--- src/rtl/multicycle_ctrl_if.sv ---
// Control bus between the multicycle sequencer (master) and the ARM-subset
// datapath (slave): instruction fields and memory ready in, mux selects and strobes out.
interface multicycle_ctrl_if #(
  parameter int STATE_W = 4
);
  logic [1:0]         op;
  logic [5:0]         funct;
  logic [3:0]         rd;
  logic               mem_ready;

  logic               mem_req;
  logic               ir_write;
  logic               next_pc;
  logic               adr_src;
  logic               alu_src_a;
  logic [1:0]         alu_src_b;
  logic [1:0]         result_src;
  logic [1:0]         alu_control;
  logic [1:0]         flag_w;
  logic               pcs;
  logic               reg_w;
  logic               mem_w;
  logic [STATE_W-1:0] state;

  modport master (
    input  op, funct, rd, mem_ready,
    output mem_req, ir_write, next_pc, adr_src, alu_src_a, alu_src_b,
           result_src, alu_control, flag_w, pcs, reg_w, mem_w, state
  );

  modport slave (
    output op, funct, rd, mem_ready,
    input  mem_req, ir_write, next_pc, adr_src, alu_src_a, alu_src_b,
           result_src, alu_control, flag_w, pcs, reg_w, mem_w, state
  );
endinterface

--- src/rtl/multicycle_ctrl.sv ---
// Main sequencing FSM of the multicycle ARM-subset datapath with a ready-based memory handshake.
// Optional retired-instruction counter enabled by MULTICYCLE_CTRL_PERF_EN.
module multicycle_ctrl #(
  parameter int STATE_W = 4
) (
  input  logic        clk,
  input  logic        reset,
`ifdef MULTICYCLE_CTRL_PERF_EN
  output logic [31:0] instr_count_o,
`endif
  multicycle_ctrl_if.master bus
);

  typedef enum logic [STATE_W-1:0] {
    FETCH    = STATE_W'(0),
    DECODE   = STATE_W'(1),
    MEMADR   = STATE_W'(2),
    MEMREAD  = STATE_W'(3),
    MEMWB    = STATE_W'(4),
    MEMWRITE = STATE_W'(5),
    EXECR    = STATE_W'(6),
    EXECI    = STATE_W'(7),
    ALUWB    = STATE_W'(8),
    BRANCH   = STATE_W'(9),
    UNDEF    = STATE_W'(10)
  } state_e;

  typedef struct packed {
    logic       mem_req;
    logic       ir_write;
    logic       next_pc;
    logic       adr_src;
    logic       alu_src_a;
    logic [1:0] alu_src_b;
    logic [1:0] result_src;
    logic [1:0] alu_control;
    logic [1:0] flag_w;
    logic       pcs;
    logic       reg_w;
    logic       mem_w;
  } ctrl_t;

  localparam logic [1:0] ALU_ADD = 2'b00;
  localparam logic [1:0] ALU_SUB = 2'b01;
  localparam logic [1:0] ALU_AND = 2'b10;
  localparam logic [1:0] ALU_ORR = 2'b11;
  localparam logic [3:0] CMD_CMP = 4'b1010;

  state_e     state_q, state_d;
  ctrl_t      ctrl;
  logic [3:0] cmd;

  assign cmd = bus.funct[4:1];

  function automatic logic [1:0] alu_dec(input logic [3:0] c);
    case (c)
      4'b0100: alu_dec = ALU_ADD;
      4'b0010: alu_dec = ALU_SUB;
      4'b1010: alu_dec = ALU_SUB;
      4'b0000: alu_dec = ALU_AND;
      4'b1100: alu_dec = ALU_ORR;
      default: alu_dec = ALU_ADD;
    endcase
  endfunction

  // CMP exists only to set flags, so it writes all four regardless of S.
  function automatic logic [1:0] flag_dec(input logic [3:0] c, input logic s);
    logic [1:0] a;
    a = alu_dec(c);
    if (c == CMD_CMP)                     flag_dec = 2'b11;
    else if (!s)                          flag_dec = 2'b00;
    else if (a == ALU_AND || a == ALU_ORR) flag_dec = 2'b10;
    else                                  flag_dec = 2'b11;
  endfunction

  // NOTE: the state register uses non-blocking assignments so every flop samples pre-edge values.
  always_ff @(posedge clk or negedge reset) begin
    if (!reset) state_q <= FETCH;
    else        state_q <= state_d;
  end

  // NOTE: state_d and ctrl get defaults first so no path through the case can infer a latch.
  always_comb begin
    state_d = state_q;
    ctrl    = '0;
    case (state_q)
      FETCH: begin
        ctrl.mem_req = 1'b1;
        if (bus.mem_ready) begin
          ctrl.ir_write   = 1'b1;
          ctrl.next_pc    = 1'b1;
          ctrl.alu_src_a  = 1'b1;
          ctrl.alu_src_b  = 2'b10;
          ctrl.result_src = 2'b10;
          state_d         = DECODE;
        end
      end
      DECODE: begin
        ctrl.alu_src_a  = 1'b1;
        ctrl.alu_src_b  = 2'b10;
        ctrl.result_src = 2'b10;
        case (bus.op)
          2'b01:   state_d = MEMADR;
          2'b00:   state_d = bus.funct[5] ? EXECI : EXECR;
          2'b10:   state_d = BRANCH;
          default: state_d = UNDEF;
        endcase
      end
      MEMADR: begin
        ctrl.alu_src_b = 2'b01;
        state_d        = bus.funct[0] ? MEMREAD : MEMWRITE;
      end
      MEMREAD: begin
        ctrl.mem_req = 1'b1;
        ctrl.adr_src = 1'b1;
        if (bus.mem_ready) state_d = MEMWB;
      end
      MEMWB: begin
        ctrl.result_src = 2'b01;
        ctrl.reg_w      = 1'b1;
        ctrl.pcs        = (bus.rd == 4'hF);
        state_d         = FETCH;
      end
      MEMWRITE: begin
        ctrl.mem_req = 1'b1;
        ctrl.adr_src = 1'b1;
        ctrl.mem_w   = 1'b1;
        if (bus.mem_ready) state_d = FETCH;
      end
      EXECR, EXECI: begin
        ctrl.alu_src_b   = (state_q == EXECI) ? 2'b01 : 2'b00;
        ctrl.alu_control = alu_dec(cmd);
        ctrl.flag_w      = flag_dec(cmd, bus.funct[0]);
        state_d          = ALUWB;
      end
      ALUWB: begin
        ctrl.reg_w = (cmd != CMD_CMP);
        ctrl.pcs   = (cmd != CMD_CMP) && (bus.rd == 4'hF);
        state_d    = FETCH;
      end
      BRANCH: begin
        ctrl.alu_src_b  = 2'b01;
        ctrl.result_src = 2'b10;
        ctrl.pcs        = 1'b1;
        state_d         = FETCH;
      end
      default: state_d = FETCH;
    endcase
    // Reset also silences the FETCH memory request that the idle state would otherwise raise.
    if (!reset) ctrl = '0;
  end

  assign bus.mem_req     = ctrl.mem_req;
  assign bus.ir_write    = ctrl.ir_write;
  assign bus.next_pc     = ctrl.next_pc;
  assign bus.adr_src     = ctrl.adr_src;
  assign bus.alu_src_a   = ctrl.alu_src_a;
  assign bus.alu_src_b   = ctrl.alu_src_b;
  assign bus.result_src  = ctrl.result_src;
  assign bus.alu_control = ctrl.alu_control;
  assign bus.flag_w      = ctrl.flag_w;
  assign bus.pcs         = ctrl.pcs;
  assign bus.reg_w       = ctrl.reg_w;
  assign bus.mem_w       = ctrl.mem_w;
  assign bus.state       = state_q;

`ifdef MULTICYCLE_CTRL_PERF_EN
  logic [31:0] count_q;
  logic        retire;

  assign retire = (state_q inside {MEMWB, MEMWRITE, ALUWB, BRANCH, UNDEF}) &&
                  (state_d == FETCH);

  always_ff @(posedge clk or negedge reset) begin
    if (!reset)      count_q <= '0;
    else if (retire) count_q <= count_q + 32'd1;
  end

  assign instr_count_o = count_q;
`endif

endmodule

--- src/flat_wrapper.sv ---
// flat-port wrapper written by rule: the top's interface ports become plain ports
module multicycle_ctrl_flat 
#(
  parameter int STATE_W = 4
)
  (clk, reset, bus_op, bus_funct, bus_rd, bus_mem_ready, bus_mem_req, bus_ir_write, bus_next_pc, bus_adr_src, bus_alu_src_a, bus_alu_src_b, bus_result_src, bus_alu_control, bus_flag_w, bus_pcs, bus_reg_w, bus_mem_w, bus_state);
  multicycle_ctrl_if #(.STATE_W(STATE_W)) bus_i ();
  input  logic clk;
  input  logic reset;
  input wire logic [$bits(bus_i.op)-1:0] bus_op;
  input wire logic [$bits(bus_i.funct)-1:0] bus_funct;
  input wire logic [$bits(bus_i.rd)-1:0] bus_rd;
  input wire logic [$bits(bus_i.mem_ready)-1:0] bus_mem_ready;
  output wire logic [$bits(bus_i.mem_req)-1:0] bus_mem_req;
  output wire logic [$bits(bus_i.ir_write)-1:0] bus_ir_write;
  output wire logic [$bits(bus_i.next_pc)-1:0] bus_next_pc;
  output wire logic [$bits(bus_i.adr_src)-1:0] bus_adr_src;
  output wire logic [$bits(bus_i.alu_src_a)-1:0] bus_alu_src_a;
  output wire logic [$bits(bus_i.alu_src_b)-1:0] bus_alu_src_b;
  output wire logic [$bits(bus_i.result_src)-1:0] bus_result_src;
  output wire logic [$bits(bus_i.alu_control)-1:0] bus_alu_control;
  output wire logic [$bits(bus_i.flag_w)-1:0] bus_flag_w;
  output wire logic [$bits(bus_i.pcs)-1:0] bus_pcs;
  output wire logic [$bits(bus_i.reg_w)-1:0] bus_reg_w;
  output wire logic [$bits(bus_i.mem_w)-1:0] bus_mem_w;
  output wire logic [$bits(bus_i.state)-1:0] bus_state;
  assign bus_i.op = bus_op;
  assign bus_i.funct = bus_funct;
  assign bus_i.rd = bus_rd;
  assign bus_i.mem_ready = bus_mem_ready;
  assign bus_mem_req = bus_i.mem_req;
  assign bus_ir_write = bus_i.ir_write;
  assign bus_next_pc = bus_i.next_pc;
  assign bus_adr_src = bus_i.adr_src;
  assign bus_alu_src_a = bus_i.alu_src_a;
  assign bus_alu_src_b = bus_i.alu_src_b;
  assign bus_result_src = bus_i.result_src;
  assign bus_alu_control = bus_i.alu_control;
  assign bus_flag_w = bus_i.flag_w;
  assign bus_pcs = bus_i.pcs;
  assign bus_reg_w = bus_i.reg_w;
  assign bus_mem_w = bus_i.mem_w;
  assign bus_state = bus_i.state;
  multicycle_ctrl #(.STATE_W(STATE_W)) u_core (.clk(clk), .reset(reset), .bus(bus_i));
endmodule
--- config.mk ---
export PLATFORM = sky130hd
export DESIGN_NAME = multicycle_ctrl_flat
export DESIGN_NICKNAME = d
export VERILOG_FILES = /design/src/rtl/multicycle_ctrl_if.sv /design/src/rtl/multicycle_ctrl.sv /design/src/flat_wrapper.sv
export SDC_FILE = /design/constraint.sdc
export NUM_CORES = 1
export LEC_CHECK = 0
export BUFFER_PORTS_ARGS = -buffer_cell sky130_fd_sc_hd__clkbuf_2
export CAP_MARGIN = 20
export CORE_UTILIZATION = 45
export DETAILED_ROUTE_END_ITERATION = 8
export PLACE_DENSITY = 0.9
export SYNTH_ARGS = -nofsm -noshare
export SYNTH_HDL_FRONTEND = slang
export SYNTH_SLANG_ARGS = --single-unit
--- constraint.sdc ---
create_clock -name clk -period 2.85 [get_ports clk]
set_clock_uncertainty 0.15 [all_clocks]
set_input_delay 0.285 -clock clk [delete_from_list [all_inputs] [get_ports clk]]
set_output_delay 0.285 -clock clk [all_outputs]
set_load 0.05 [all_outputs]
==> flow_metrics.py <==
metrics = {
    "setup_path": {
        "end_kind": "output port",
        "path_class": "in -> out",
        "r2r-start": "u_core.bus.state[1]$_DFFE_PN0P_",
        "cp.required_ps": 2410,
        "path_max_fanout": 7,
        "reg2reg_setup_slack_ps": 1330,
        "r2r_cells": 3,
        "arrival_ps": 2030,
        "start_kind": "input port",
        "r2r_end": "u_core.bus.state[2]$_DFFE_PN0P_",
    },
    "detailed_routing": {
        "antenna_left": 0,
        "dr.pass1.iters": 5,
        "viasPerCell": 5.59,
        "num_vias": 687,
        "drt_wl_total_um": 1500,
        "post-route-drc-count": 0,
        "post_drt_wl_per_cell_um": 12.2,
        "drtIter0Drc": 18,
    },
    "die": {
        "coreArea_um2": 1160,
        "rows": 12,
        "pin_count": 35,
        "dieWidth_um": 38.2,
        "dieArea_um2": 1460,
        "die_y_um": 38.2,
        "initial_core_util": 0.511,
    },
    "final_layout": {
        "most-common-layout-cells": "clkbuf_2 (34), nor2b_1 (8), nor2_1 (7), a21oi_1 (6), nand2_1 (5)",
        "syn2layout_area_growth_pct": 29.4,
        "final_common_cell": "clkbuf_2",
        "largest_reg_flops": 4,
        "drive_above_1_share": 0.422,
        "finalNonFillerCells": 123,
        "final_cell_area_um2": 764,
        "final_nets": 126,
        "n_antenna_cell": 0,
    },
    "cts": {
        "cts_buffers": 3,
        "htreeDepth": 1,
        "cts.clk_slew.worst_paths_ps": 30,
        "cts_tree": "yes",
        "cts.path.max_buffers": 2,
        "cts_num_sinks": 4,
        "clock_latency_ps": 240,
        "post_cts_buffers": 0,
        "root_buffer": "clkbuf_4",
    },
    "hold_path": {
        "worstHoldPathType": "in -> reg",
        "min_path_cells": 4,
        "hold_start": "bus_op[1]",
        "hold_path_end": "u_core.bus.state[1]$_DFFE_PN0P_",
    },
    "sta": {
        "rsz0062_at_grt": "no",
        "finalHoldViolCount": 0,
        "timing.slew.headroom": 0.596,
        "tightest_slew_ps": 606,
        "setup_viol": 0,
        "post-route-period-util": 0.865,
        "final-max-slew-violation-count": 0,
        "finalCriticalPeriod_ps": 2470,
        "max_clock_freq_ghz": 0.406,
    },
    "synth": {
        "ys_seq_area_frac": 0.169,
        "synth.avg_cell_area_um2": 7.67,
        "synth_nets": 92,
        "netlist_instances": 77,
        "synth_top_area_frac": 0.169,
        "synth_area_leaders": "dfrtp_1 (17%), nor2b_1 (8.5%), a21oi_1 (5.1%)",
        "ys_types": 38,
        "synth_edf_count": 0,
        "async_flop_share": 1.00,
        "syn_area_um2": 591,
        "yosysWarnings": 0,
        "synth.largest_area_cell": "dfrtp_1",
        "yosys_register_bits": 4,
        "synth-main-ff-cell": "dfrtp_1",
    },
    "placement": {
        "io_buffers": 34,
        "hpwl_um": 1200,
        "place_area_um2": 732,
        "gp_congestion": 0.825,
        "placed_cells_incl_taps": 119,
    },
    "global_routing": {
        "grt_max_degree": 20,
        "gr-total-overflow": 0,
        "first_global_vias": 547,
        "antenna_found_initial": 0,
        "globalRouteTotalUtil": 0.235,
        "grt_pass1_wl_um": 2350,
    },
    "power_and_ir_drop": {
        "leakagePower_nw": 0.370,
        "vdd_drop_max_mv": 0.549,
        "powerDensity_nw_per_um2": 1070,
        "power_w": 0.000817,
    },
    "run": {
        "maxCapViolations": 0,
    },
    "run_status": {
        "status": "complete, no violations",
    },
}
[worst max-delay path by stage]
stage / start / end / slack [ps] / cells past startpoint
2_1_floorplan: u_core.bus.state[2]$_DFFE_PN0P_ / bus_alu_src_a / -90 / 3
3_3_place_gp: u_core.bus.state[2]$_DFFE_PN0P_ / bus_pcs / 980 / 4
3_5_place_dp: u_core.bus.state[2]$_DFFE_PN0P_ / bus_alu_control[1] / 890 / 3
4_1_cts: reset / bus_alu_control[1] / 380 / 6
5_1_grt: reset / bus_alu_control[1] / 280 / 6
6_report: reset / bus_alu_control[1] / 380 / 6
[worst max-delay path: stages]
cell and delay [ps]:
dlygate4sd3_1 520, clkbuf_2 210, nor2b_2 260, nand3_2 140, nor4_2 280, clkbuf_2 330
[synth_stat cells, types with 2 or more instances]
cell type and n:
nand2_1 5, a32oi_1 2, inv_1 2, nor2b_1 8, nor3_1 4, mux2_2 2
and2b_1 2, nor2_1 7, dfrtp_1 4, nand3b_1 2, nor4_1 2, nand2b_1 2
a21oi_1 6, and3_1 2, buf_4 4
[metal layers]
layer	routed length, µm	global-route usage
met3	79	0.0523
met2	789	0.403
met1	610	0.275
met5	0	0
met4	19	0.107
[timing repair]
action,4_1_cts,5_1_grt
hold buffers,1,0
endpoints found under the hold margin,4,0
gates resized for setup,0,0
[metrics by stage]
step	hold WS (ps)	TNS (ps)	utilization	setup WS, ps
after floorplan	-161	-264	-	-88.7
after global placement	-23.6	0	0.633	979
after detailed placement	-16.9	0	0.633	889
after CTS	258	0	0.661	378
after global routing	279	0	0.661	284
final	254	0	0.661	385
[cell type report]
type / instances / area [µm²]
tap: 14 / 17.5
fill: 107 / 392
sequential: 4 / 100
inverter: 2 / 7.51
multi-input combinational: 65 / 437
clock buffer: 3 / 22.5
timing repair buffer: 35 / 180
[cell families (layout without fill, tap and decap cells)]
| logic type | Yosys count | count (layout) | synth area share |
|---|---|---|---|
| compound gates | 17 | 17 | 0.201 |
| xor+xnor | 2 | 2 | 0.0297 |
| buf+inv | 8 | 40 | 0.0911 |
| flops | 4 | 4 | 0.169 |
| mux | 3 | 3 | 0.0551 |
| simple gates | 43 | 43 | 0.453 |
[power by group]
group | total [W] | switching [W] | internal (W)
sequential | 0.000174 | 0.0000947 | 0.0000797
clock | 0.0000714 | 0.0000242 | 0.0000471
combinational | 0.000572 | 0.000397 | 0.000174
Note: power is estimated with default switching activity, not from simulation.
